`src/rtl/uart_pkg.sv`:
```
// Shared types and helpers for the 8N1 UART: FSM state encodings and the
// baud divider calculation used by both the transmitter and the receiver.
package uart_pkg;

  localparam int DATA_W = 8;

  typedef enum logic [1:0] {
    TX_IDLE  = 2'd0,
    TX_START = 2'd1,
    TX_DATA  = 2'd2,
    TX_STOP  = 2'd3
  } tx_state_t;

  typedef enum logic [1:0] {
    RX_IDLE  = 2'd0,
    RX_START = 2'd1,
    RX_DATA  = 2'd2,
    RX_STOP  = 2'd3
  } rx_state_t;

  function automatic int clks_per_bit(input int clock_freq, input int baud_rate);
    return clock_freq / baud_rate;
  endfunction

endpackage

```
`src/rtl/uart_rx_fsm.sv`:
```
// 8N1 receiver: two-flop input synchronizer, mid-bit sampling FSM and a
// single-cycle valid strobe for each correctly framed byte.
module uart_rx_fsm
  import uart_pkg::*;
#(
  parameter int CLKS_PER_BIT = 868
) (
  input  logic              clk_10ns,
  input  logic              uart_reset,
  input  logic              uart_rx_d_in,
  output logic [DATA_W-1:0] uart_received_data,
  output logic              uart_rx_valid
);

  localparam int CNT_W = $clog2(CLKS_PER_BIT);
  localparam logic [CNT_W-1:0] CNT_LAST = CNT_W'(CLKS_PER_BIT - 1);
  localparam logic [CNT_W-1:0] CNT_HALF = CNT_W'(CLKS_PER_BIT / 2 - 1);

  rx_state_t         rx_state;
  logic [1:0]        rx_sync;
  logic              rx_s;
  logic [CNT_W-1:0]  rx_cnt;
  logic [2:0]        rx_bit;
  logic [DATA_W-1:0] rx_shift;
  logic              rx_frame_err;

  assign rx_s = rx_sync[1];

  always_ff @(posedge clk_10ns or posedge uart_reset) begin
    if (uart_reset) begin
      rx_sync            <= 2'b11;
      rx_state           <= RX_IDLE;
      rx_cnt             <= '0;
      rx_bit             <= '0;
      rx_shift           <= '0;
      rx_frame_err       <= 1'b0;
      uart_received_data <= '0;
      uart_rx_valid      <= 1'b0;
    end else begin
      rx_sync       <= {rx_sync[0], uart_rx_d_in};
      uart_rx_valid <= 1'b0;
      case (rx_state)
        RX_IDLE: begin
          rx_cnt <= '0;
          if (!rx_s) rx_state <= RX_START;
        end
        RX_START: begin
          if (rx_cnt == CNT_HALF) begin
            rx_cnt   <= '0;
            rx_bit   <= '0;
            rx_state <= rx_s ? RX_IDLE : RX_DATA;
          end else begin
            rx_cnt <= rx_cnt + 1'b1;
          end
        end
        RX_DATA: begin
          if (rx_cnt == CNT_LAST) begin
            rx_cnt   <= '0;
            rx_shift <= {rx_s, rx_shift[DATA_W-1:1]};
            rx_bit   <= rx_bit + 1'b1;
            if (rx_bit == 3'd7) begin
              rx_frame_err <= 1'b0;
              rx_state     <= RX_STOP;
            end
          end else begin
            rx_cnt <= rx_cnt + 1'b1;
          end
        end
        RX_STOP: begin
          // A bad stop bit parks here until the line recovers, so a held-low
          // line is not mistaken for the next start bit.
          if (rx_frame_err) begin
            if (rx_s) begin
              rx_frame_err <= 1'b0;
              rx_state     <= RX_IDLE;
            end
          end else if (rx_cnt == CNT_LAST) begin
            rx_cnt <= '0;
            if (rx_s) begin
              uart_received_data <= rx_shift;
              uart_rx_valid      <= 1'b1;
              rx_state           <= RX_IDLE;
            end else begin
              rx_frame_err <= 1'b1;
            end
          end else begin
            rx_cnt <= rx_cnt + 1'b1;
          end
        end
        default: rx_state <= RX_IDLE;
      endcase
    end
  end

endmodule

```
`src/rtl/uart_rx_tx.sv`:
```
// Full-duplex 8N1 UART top: transmitter FSM with start/ready handshake plus
// the receiver sub-module; both share one clock and one baud divider.
module uart_rx_tx
  import uart_pkg::*;
#(
  parameter int BAUD_RATE  = 115200,
  parameter int CLOCK_FREQ = 100000000
) (
  input  logic              clk_10ns,
  input  logic              uart_reset,
  input  logic [DATA_W-1:0] uart_transmit_data,
  input  logic              uart_rx_d_in,
  input  logic              uart_tx_start,
  output logic              uart_tx_d_out,
  output logic [DATA_W-1:0] uart_received_data,
  output logic              uart_rx_valid,
  output logic              uart_tx_ready
);

  localparam int CLKS_PER_BIT = clks_per_bit(CLOCK_FREQ, BAUD_RATE);
  localparam int CNT_W = $clog2(CLKS_PER_BIT);
  localparam logic [CNT_W-1:0] CNT_LAST = CNT_W'(CLKS_PER_BIT - 1);

  if (CLKS_PER_BIT < 4) begin : g_bad_divider
    $error("uart_rx_tx: CLOCK_FREQ/BAUD_RATE must be at least 4");
  end

  tx_state_t         tx_state;
  logic [CNT_W-1:0]  tx_cnt;
  logic [2:0]        tx_bit;
  logic [DATA_W-1:0] tx_shift;

  assign uart_tx_ready = (tx_state == TX_IDLE);

  // The line is registered so it changes on the same edge as the state.
  always_ff @(posedge clk_10ns or posedge uart_reset) begin
    if (uart_reset) begin
      tx_state      <= TX_IDLE;
      tx_cnt        <= '0;
      tx_bit        <= '0;
      tx_shift      <= '0;
      uart_tx_d_out <= 1'b1;
    end else begin
      case (tx_state)
        TX_IDLE: begin
          tx_cnt <= '0;
          tx_bit <= '0;
          if (uart_tx_start) begin
            tx_shift      <= uart_transmit_data;
            uart_tx_d_out <= 1'b0;
            tx_state      <= TX_START;
          end
        end
        TX_START: begin
          if (tx_cnt == CNT_LAST) begin
            tx_cnt        <= '0;
            uart_tx_d_out <= tx_shift[0];
            tx_shift      <= tx_shift >> 1;
            tx_state      <= TX_DATA;
          end else begin
            tx_cnt <= tx_cnt + 1'b1;
          end
        end
        TX_DATA: begin
          if (tx_cnt == CNT_LAST) begin
            tx_cnt <= '0;
            tx_bit <= tx_bit + 1'b1;
            if (tx_bit == 3'd7) begin
              uart_tx_d_out <= 1'b1;
              tx_state      <= TX_STOP;
            end else begin
              uart_tx_d_out <= tx_shift[0];
              tx_shift      <= tx_shift >> 1;
            end
          end else begin
            tx_cnt <= tx_cnt + 1'b1;
          end
        end
        TX_STOP: begin
          if (tx_cnt == CNT_LAST) begin
            tx_cnt   <= '0;
            tx_state <= TX_IDLE;
          end else begin
            tx_cnt <= tx_cnt + 1'b1;
          end
        end
        default: begin
          uart_tx_d_out <= 1'b1;
          tx_state      <= TX_IDLE;
        end
      endcase
    end
  end

  uart_rx_fsm #(
    .CLKS_PER_BIT(CLKS_PER_BIT)
  ) u_rx (
    .clk_10ns          (clk_10ns),
    .uart_reset        (uart_reset),
    .uart_rx_d_in      (uart_rx_d_in),
    .uart_received_data(uart_received_data),
    .uart_rx_valid     (uart_rx_valid)
  );

endmodule

```
`config.mk`:
```
export PLATFORM = sky130hd
export DESIGN_NAME = uart_rx_tx
export DESIGN_NICKNAME = d
export VERILOG_FILES = /design/src/rtl/uart_pkg.sv /design/src/rtl/uart_rx_fsm.sv /design/src/rtl/uart_rx_tx.sv
export SDC_FILE = /design/constraint.sdc
export NUM_CORES = 1
export LEC_CHECK = 0
export ABC_AREA = 1
export CAP_MARGIN = 20
export CORE_UTILIZATION = 50
export CTS_CLUSTER_DIAMETER = 30
export CTS_CLUSTER_SIZE = 25
export DETAILED_ROUTE_END_ITERATION = 10
export GPL_TIMING_DRIVEN = 0
export PLACE_DENSITY = 0.7
export SKIP_CTS_REPAIR_TIMING = 1
export SLEW_MARGIN = 20
export SYNTH_ARGS = -nofsm -noshare
export SYNTH_HDL_FRONTEND = slang
export SYNTH_SLANG_ARGS = --single-unit
```
`constraint.sdc`:
```
create_clock -name clk_10ns -period 4.1 [get_ports clk_10ns]
set_input_delay 1.23 -clock clk_10ns [delete_from_list [all_inputs] [get_ports clk_10ns]]
set_output_delay 1.23 -clock clk_10ns [all_outputs]
set_load 0.02 [all_outputs]
```
### Word level (Yosys, flattened, before mapping)

Cells that the tools add are included.

* input bits: 12
* output and inout port bits: 11
* register bits: 59
* logic and storage cells: 103

* $add $sub $neg: 4
* bitwise logic cells: 1
* mux-type cells: 46
* eq/ne operators: 23
* reductions and logical operators: 16

Operators by type and width (number)
* $mux W10: 4
* $pmux W10 S4: 1
* $mux W8: 4
* $mux W2: 13
* $pmux W8 S3: 1
* $add A10 B1 Y10 const B: 2
* $eq A10 B10 Y1 const B: 2
* $pmux W10 S2: 1
* $ne A2 B2 Y1 const B: 8
* $pmux W2 S4: 2
* $reduce_and A5 Y1: 3
* $mux W1: 13
* $pmux W3 S2: 2
* $eq A10 B9 Y1 const B: 1
* $mux W3: 3
* $eq A2 B2 Y1 const B: 4
* $reduce_and A4 Y1: 2
* $add A3 B1 Y3 const B: 2
* $eq A3 B3 Y1 const B: 2
* $ne A2 B1 Y1 const B: 3
* $reduce_and A3 Y1: 2
* $reduce_bool A2 Y1: 3
* $eq A2 B1 Y1 const B: 2
* $logic_not A2 Y1: 2
* other kinds (7): 8

### Depth between registers and ports, before layout

* depth after elaboration: 4
* mapped depth: 11
* gate-level depth less buffers: 11

### Cells and area by module

From an unflattened synthesis, not the netlist that was laid out.

* cells, all modules: 360
* area total of the unflattened synthesis: 3085.5 sq um

Modules (own cells, without submodules)
* uart_rx_fsm: instances 1, area each 1742.9 sq um, sequential area each 878.3 sq um, cells an instance 215
* uart_rx_tx: instances 1, area each 1342.5 sq um, sequential area each 601.8 sq um, cells an instance 145

### Worst setup path before layout

No wires, ideal clock.

* kind: reg2out
* from: reg tx_state[0]
* to: out uart_tx_ready
* slack: 2.072 ns
* stages on the path, launching flop included: 3
* arrival: 0.798 ns
* path buffers: 0
* data required time: 2.870 ns
* path through: dfrtp_1 > inv_1 > ha_1

* longest elaborated chain between the ends: 1

Ends and longest elaborated chain
* start, declared: RTL line uart_rx_tx.sv:28 `tx_state_t tx_state;`
* start signal, assigned: RTL line uart_rx_tx.sv:38 `tx_state <= TX_IDLE;`
* start signal, assigned: RTL line uart_rx_tx.sv:51 `tx_state <= TX_START;`
* start signal, assigned: RTL line uart_rx_tx.sv:59 `tx_state <= TX_DATA;`
* $logic_not A2 Y1: RTL line uart_rx_tx.sv:33 `assign uart_tx_ready = (tx_state == TX_IDLE);`
* end, declared: RTL line uart_rx_tx.sv:17 `output logic uart_tx_ready`

No other way between the ends.

### Worst setup path after layout

Ends and elaborated chain as after synthesis.

==> results.md <==
| Quantity | Value | Unit |
|:---|:---|:---|
| Latest clock arrival within the worst-skew pair | 340 | ps |
| Leakage power of the design | 1.95 | nW |
| Top post-synthesis cells by area | dfrtp_1, nand2_1, ha_1 | - |
| RSZ-0062 raised after global routing | no | - |
| Number of nets in the finished design | 435 | - |
| Max-cap violations | 0 | - |
| Placed insts | 471 | - |
| Core utilization of the finished layout | 62.0 | % |
| Number of buffers between clock root and the deepest sink | 2 | - |
| Per-cell routed wire length | 11.4 | µm |
| Setup slack on the worst flop-to-flop path | 2270 | ps |
| Share of synthesized area occupied by flip-flops and latches | 47.4 | % |
| Pre-CTS worst setup slack | 1430 | ps |
| DRC errors left | 0 | - |
| Final period util | 73.9 | % |
| Gate Count Post-Synth | 373 | - |
| Std cell rows | 28 | - |
| I/O Buffers | 22 | - |
| Transition at the pin with the smallest max-transition slack | 512 | ps |
| Pins over their slew limit | 0 | - |
| Hold Crit Start | u_rx.rx_sync[0]$_DFF_PP1_ | - |
| FMAX | 330 | MHz |
| Master cell of the clock root buffer | clkbuf_8 | - |
| Final hold slack | 367 | ps |
| Total internal power | 1.28 | mW |
| Final number of hold-violating endpoints | 0 | - |
| Share of power burned in registers | 38.1 | % |
| Start-to-end type of the worst setup path | reg2out | - |
| Most used standard cell by instance count after synthesis | nand2_1 | - |
| Die Span X | 81.1 | µm |
| Number of clock buffers inserted by TritonCTS | 9 | - |
| Floorplan die height | 81.1 | µm |
| Worst path setup slack after routing | 1070 | ps |
| Fraction of final layout cells with drive strength greater than 1 | 12.6 | % |
| Terminus of the critical flop-to-flop path | u_rx.rx_cnt[9]$_DFFE_PP0P_ | - |
| Initial DRT Pass Iterations | 4 | - |
| Hold path cells | 0 | - |
| Count of endpoints failing setup in the final report | 0 | - |
| Register bit total from synthesis | 59 | - |
| Endpoint of the worst hold-timing path | u_rx.rx_sync[1]$_DFF_PP1_ | - |
| Clock network fraction of total power | 34.7 | % |
| Fraction of registers with async set or reset after synthesis | 100 | % |
| Routed vias/inst | 4.90 | - |
| All-layer global routing usage | 19.9 | % |
| Met1 layer usage reported by global route | 26.1 | % |
| Startpoint of the lowest-slack register-to-register path | u_rx.rx_state[0]$_DFFE_PP0P_ | - |
| Headroom to the max-slew limit | 65.9 | % |
| Cell type with the highest aggregate area in the netlist | dfrtp_1 | - |
| Vias in the first global route | 2286 | - |
| Post-DRT Antenna Nets | 0 | - |
| Initial antenna violation count | 0 | - |
| First-pass GRT wire length | 9890 | µm |
| Pin count of the biggest net entering global routing | 56 | - |
| Worst Setup End Kind | primary output | - |
| Top_reg_cell synth | dfrtp_1 | - |
| Setup TNS | 0 | ps |
| Max rail drop VDD | 0.000299 | V |
| Synthesized area | 3130 | µm² |
| Count of antenna diodes in the layout | 0 | - |
| Area added between synthesis and finish | 18.9 | % |
| Status | completed | - |
| GP Congestion | 0.795 | - |
| Global routing usage on met3 | 3.93 | % |
| Global-route met2 utilization | 30.3 | % |
| Comb pwr share | 27.2 | % |
| Clock net sink count | 59 | - |
| Placeable Area | 5990 | µm² |
| Final cell count without fillers | 487 | - |
| Effective utilization at floorplan | 52.2 | % |
| Crit path arrival time | 1800 | ps |
| Total wirelength of the detailed-routed design | 5570 | µm |
| HPWL reported at the end of detailed placement | 3900 | µm |
| Power per cell area | 497 | nW/µm² |
| Ports placed on the boundary | 23 | - |
| Worst hold path type | reg2reg | - |
| Post-synth top cells | nand2_1, dfrtp_1, inv_1 | - |
| Element type at the critical path start | flip-flop | - |
| Die Footprint | 6570 | µm² |
| Worst-case reg-to-reg path depth | 9 | - |
| Vias after detailed routing | 2386 | - |
| Post-route clock skew | 8.59 | ps |
| First DRT Iteration DRCs | 80 | - |
| Critical path fanouts, max | 6 | - |
| Switching share of power | 30.8 | % |
| Synth unique cells | 34 | - |
| Global route hottest layer | met2 | - |
| Share of Yosys cell area claimed by the top area cell type | 44.8 | % |
| Clock period minus worst slack | 3030 | ps |
| Switching power | 569 | µW |
| Syn_nets | 401 | - |
| Syn Area/Cell | 8.38 | µm² |
| Clock tree from TritonCTS | yes | - |
| Count of flip-flops with a built-in enable after synthesis | 0 | - |
| Leftover overflow at the end of global routing | 0 | - |
| Endpoint required time on the critical path | 2870 | ps |
| Worst-path clk slew | 70 | ps |
| H-tree depth | 3 | - |
| Yosys warns | 0 | - |
[cells in the final DEF, fill, tap and decap left out, types with 3 or more instances in the layout]
master | synthesis | final
clkdlybuf4s50_1 | 0 | 22
xor2_1 | 7 | 7
nand2_2 | 4 | 4
buf_6 | 3 | 3
nand2_1 | 102 | 102
nand4_1 | 12 | 12
dfrtp_1 | 56 | 56
nand3_1 | 17 | 17
ha_1 | 16 | 16
dfstp_2 | 3 | 3
nor2_2 | 4 | 4
nor3_1 | 3 | 3
o21ai_2 | 4 | 4
nor2_1 | 38 | 38
inv_1 | 51 | 50
clkbuf_8 | 0 | 13
o21ai_1 | 10 | 10
nor3b_1 | 3 | 3
a21oi_1 | 7 | 7
mux2_2 | 7 | 7
o21ai_0 | 6 | 6
[critical path, cell delays in order, from the launching register on]
cell             delay (ps)
dfrtp_1                 410
inv_1                    90
ha_1                    300
clkdlybuf4s50_1         660
[through the flow]
step	cell area (µm²)	power (mW)
after floorplan	3130	1.09
after global placement	3440	1.20
after detailed placement	3470	1.22
after CTS	3720	1.87
after global routing	3720	1.97
final	3720	1.85
[worst max-delay path by stage]
| stage | start | endpoint | slack (ps) | cells after the start |
|---|---|---|---|---|
| after floorplan | uart_reset | asynchronous set/reset pin | 1420 | 1 |
| after CTS | tx_state[0]$_DFFE_PP0P_ | uart_tx_ready | 1050 | 3 |
| final | tx_state[0]$_DFFE_PP0P_ | uart_tx_ready | 1070 | 3 |
| after detailed placement | tx_state[0]$_DFFE_PP0P_ | uart_tx_ready | 1430 | 3 |
| after global placement | uart_reset | u_rx.rx_cnt[2]$_DFFE_PP0P_ | 330 | 2 |
| after global routing | tx_state[0]$_DFFE_PP0P_ | uart_tx_ready | 980 | 3 |
[flip-flops by register name (all words and copies together), names as in the netlist, 3 cells and up, named ones only]
signal                   flops
u_rx.uart_received_data      8
tx_shift                     8
u_rx.rx_cnt                 10
tx_bit                       3
u_rx.rx_shift                8
tx_cnt                      10
u_rx.rx_bit                  3
[power by group through the flow]
| stage | logic, mW | clock network, mW | registers [mW] |
|---|---|---|---|
| after detailed placement | 0.505 | 0 | 0.713 |
| after global routing | 0.574 | 0.680 | 0.712 |
| after global placement | 0.488 | 0 | 0.711 |
| after floorplan | 0.382 | 0 | 0.708 |
| final | 0.501 | 0.641 | 0.703 |
| after CTS | 0.507 | 0.655 | 0.703 |
[cell families after synthesis]
kind of cell    count (synthesis)  synth area share [%]
compound gates                 33                  6.20
xor+xnor                        8                  2.24
fa+ha+maj                      16                  6.41
buf+inv                        57                  7.57
flops                          59                  47.4
mux                             7                  2.52
simple gates                  193                  27.7
[layout make-up]
cell class,instances,area (µm²)
repair buffers,23,248
inverters,53,201
plain buffers,4,37.5
clock inverters,3,67.6
flip-flops and latches,59,1480
multi-input cells,257,1410
well taps,75,93.8
clock buffers,13,179
fillers,509,2270
[layer usage]
metal	up-vias	share of wire [%]	wire length, µm
li1	1254	-	-
met1	1096	49	2750
met2	25	45	2530
met3	11	3.0	166
met4	0	2.2	121
met5	-	0	0
No activity file was read; power rests on OpenSTA's default activity.
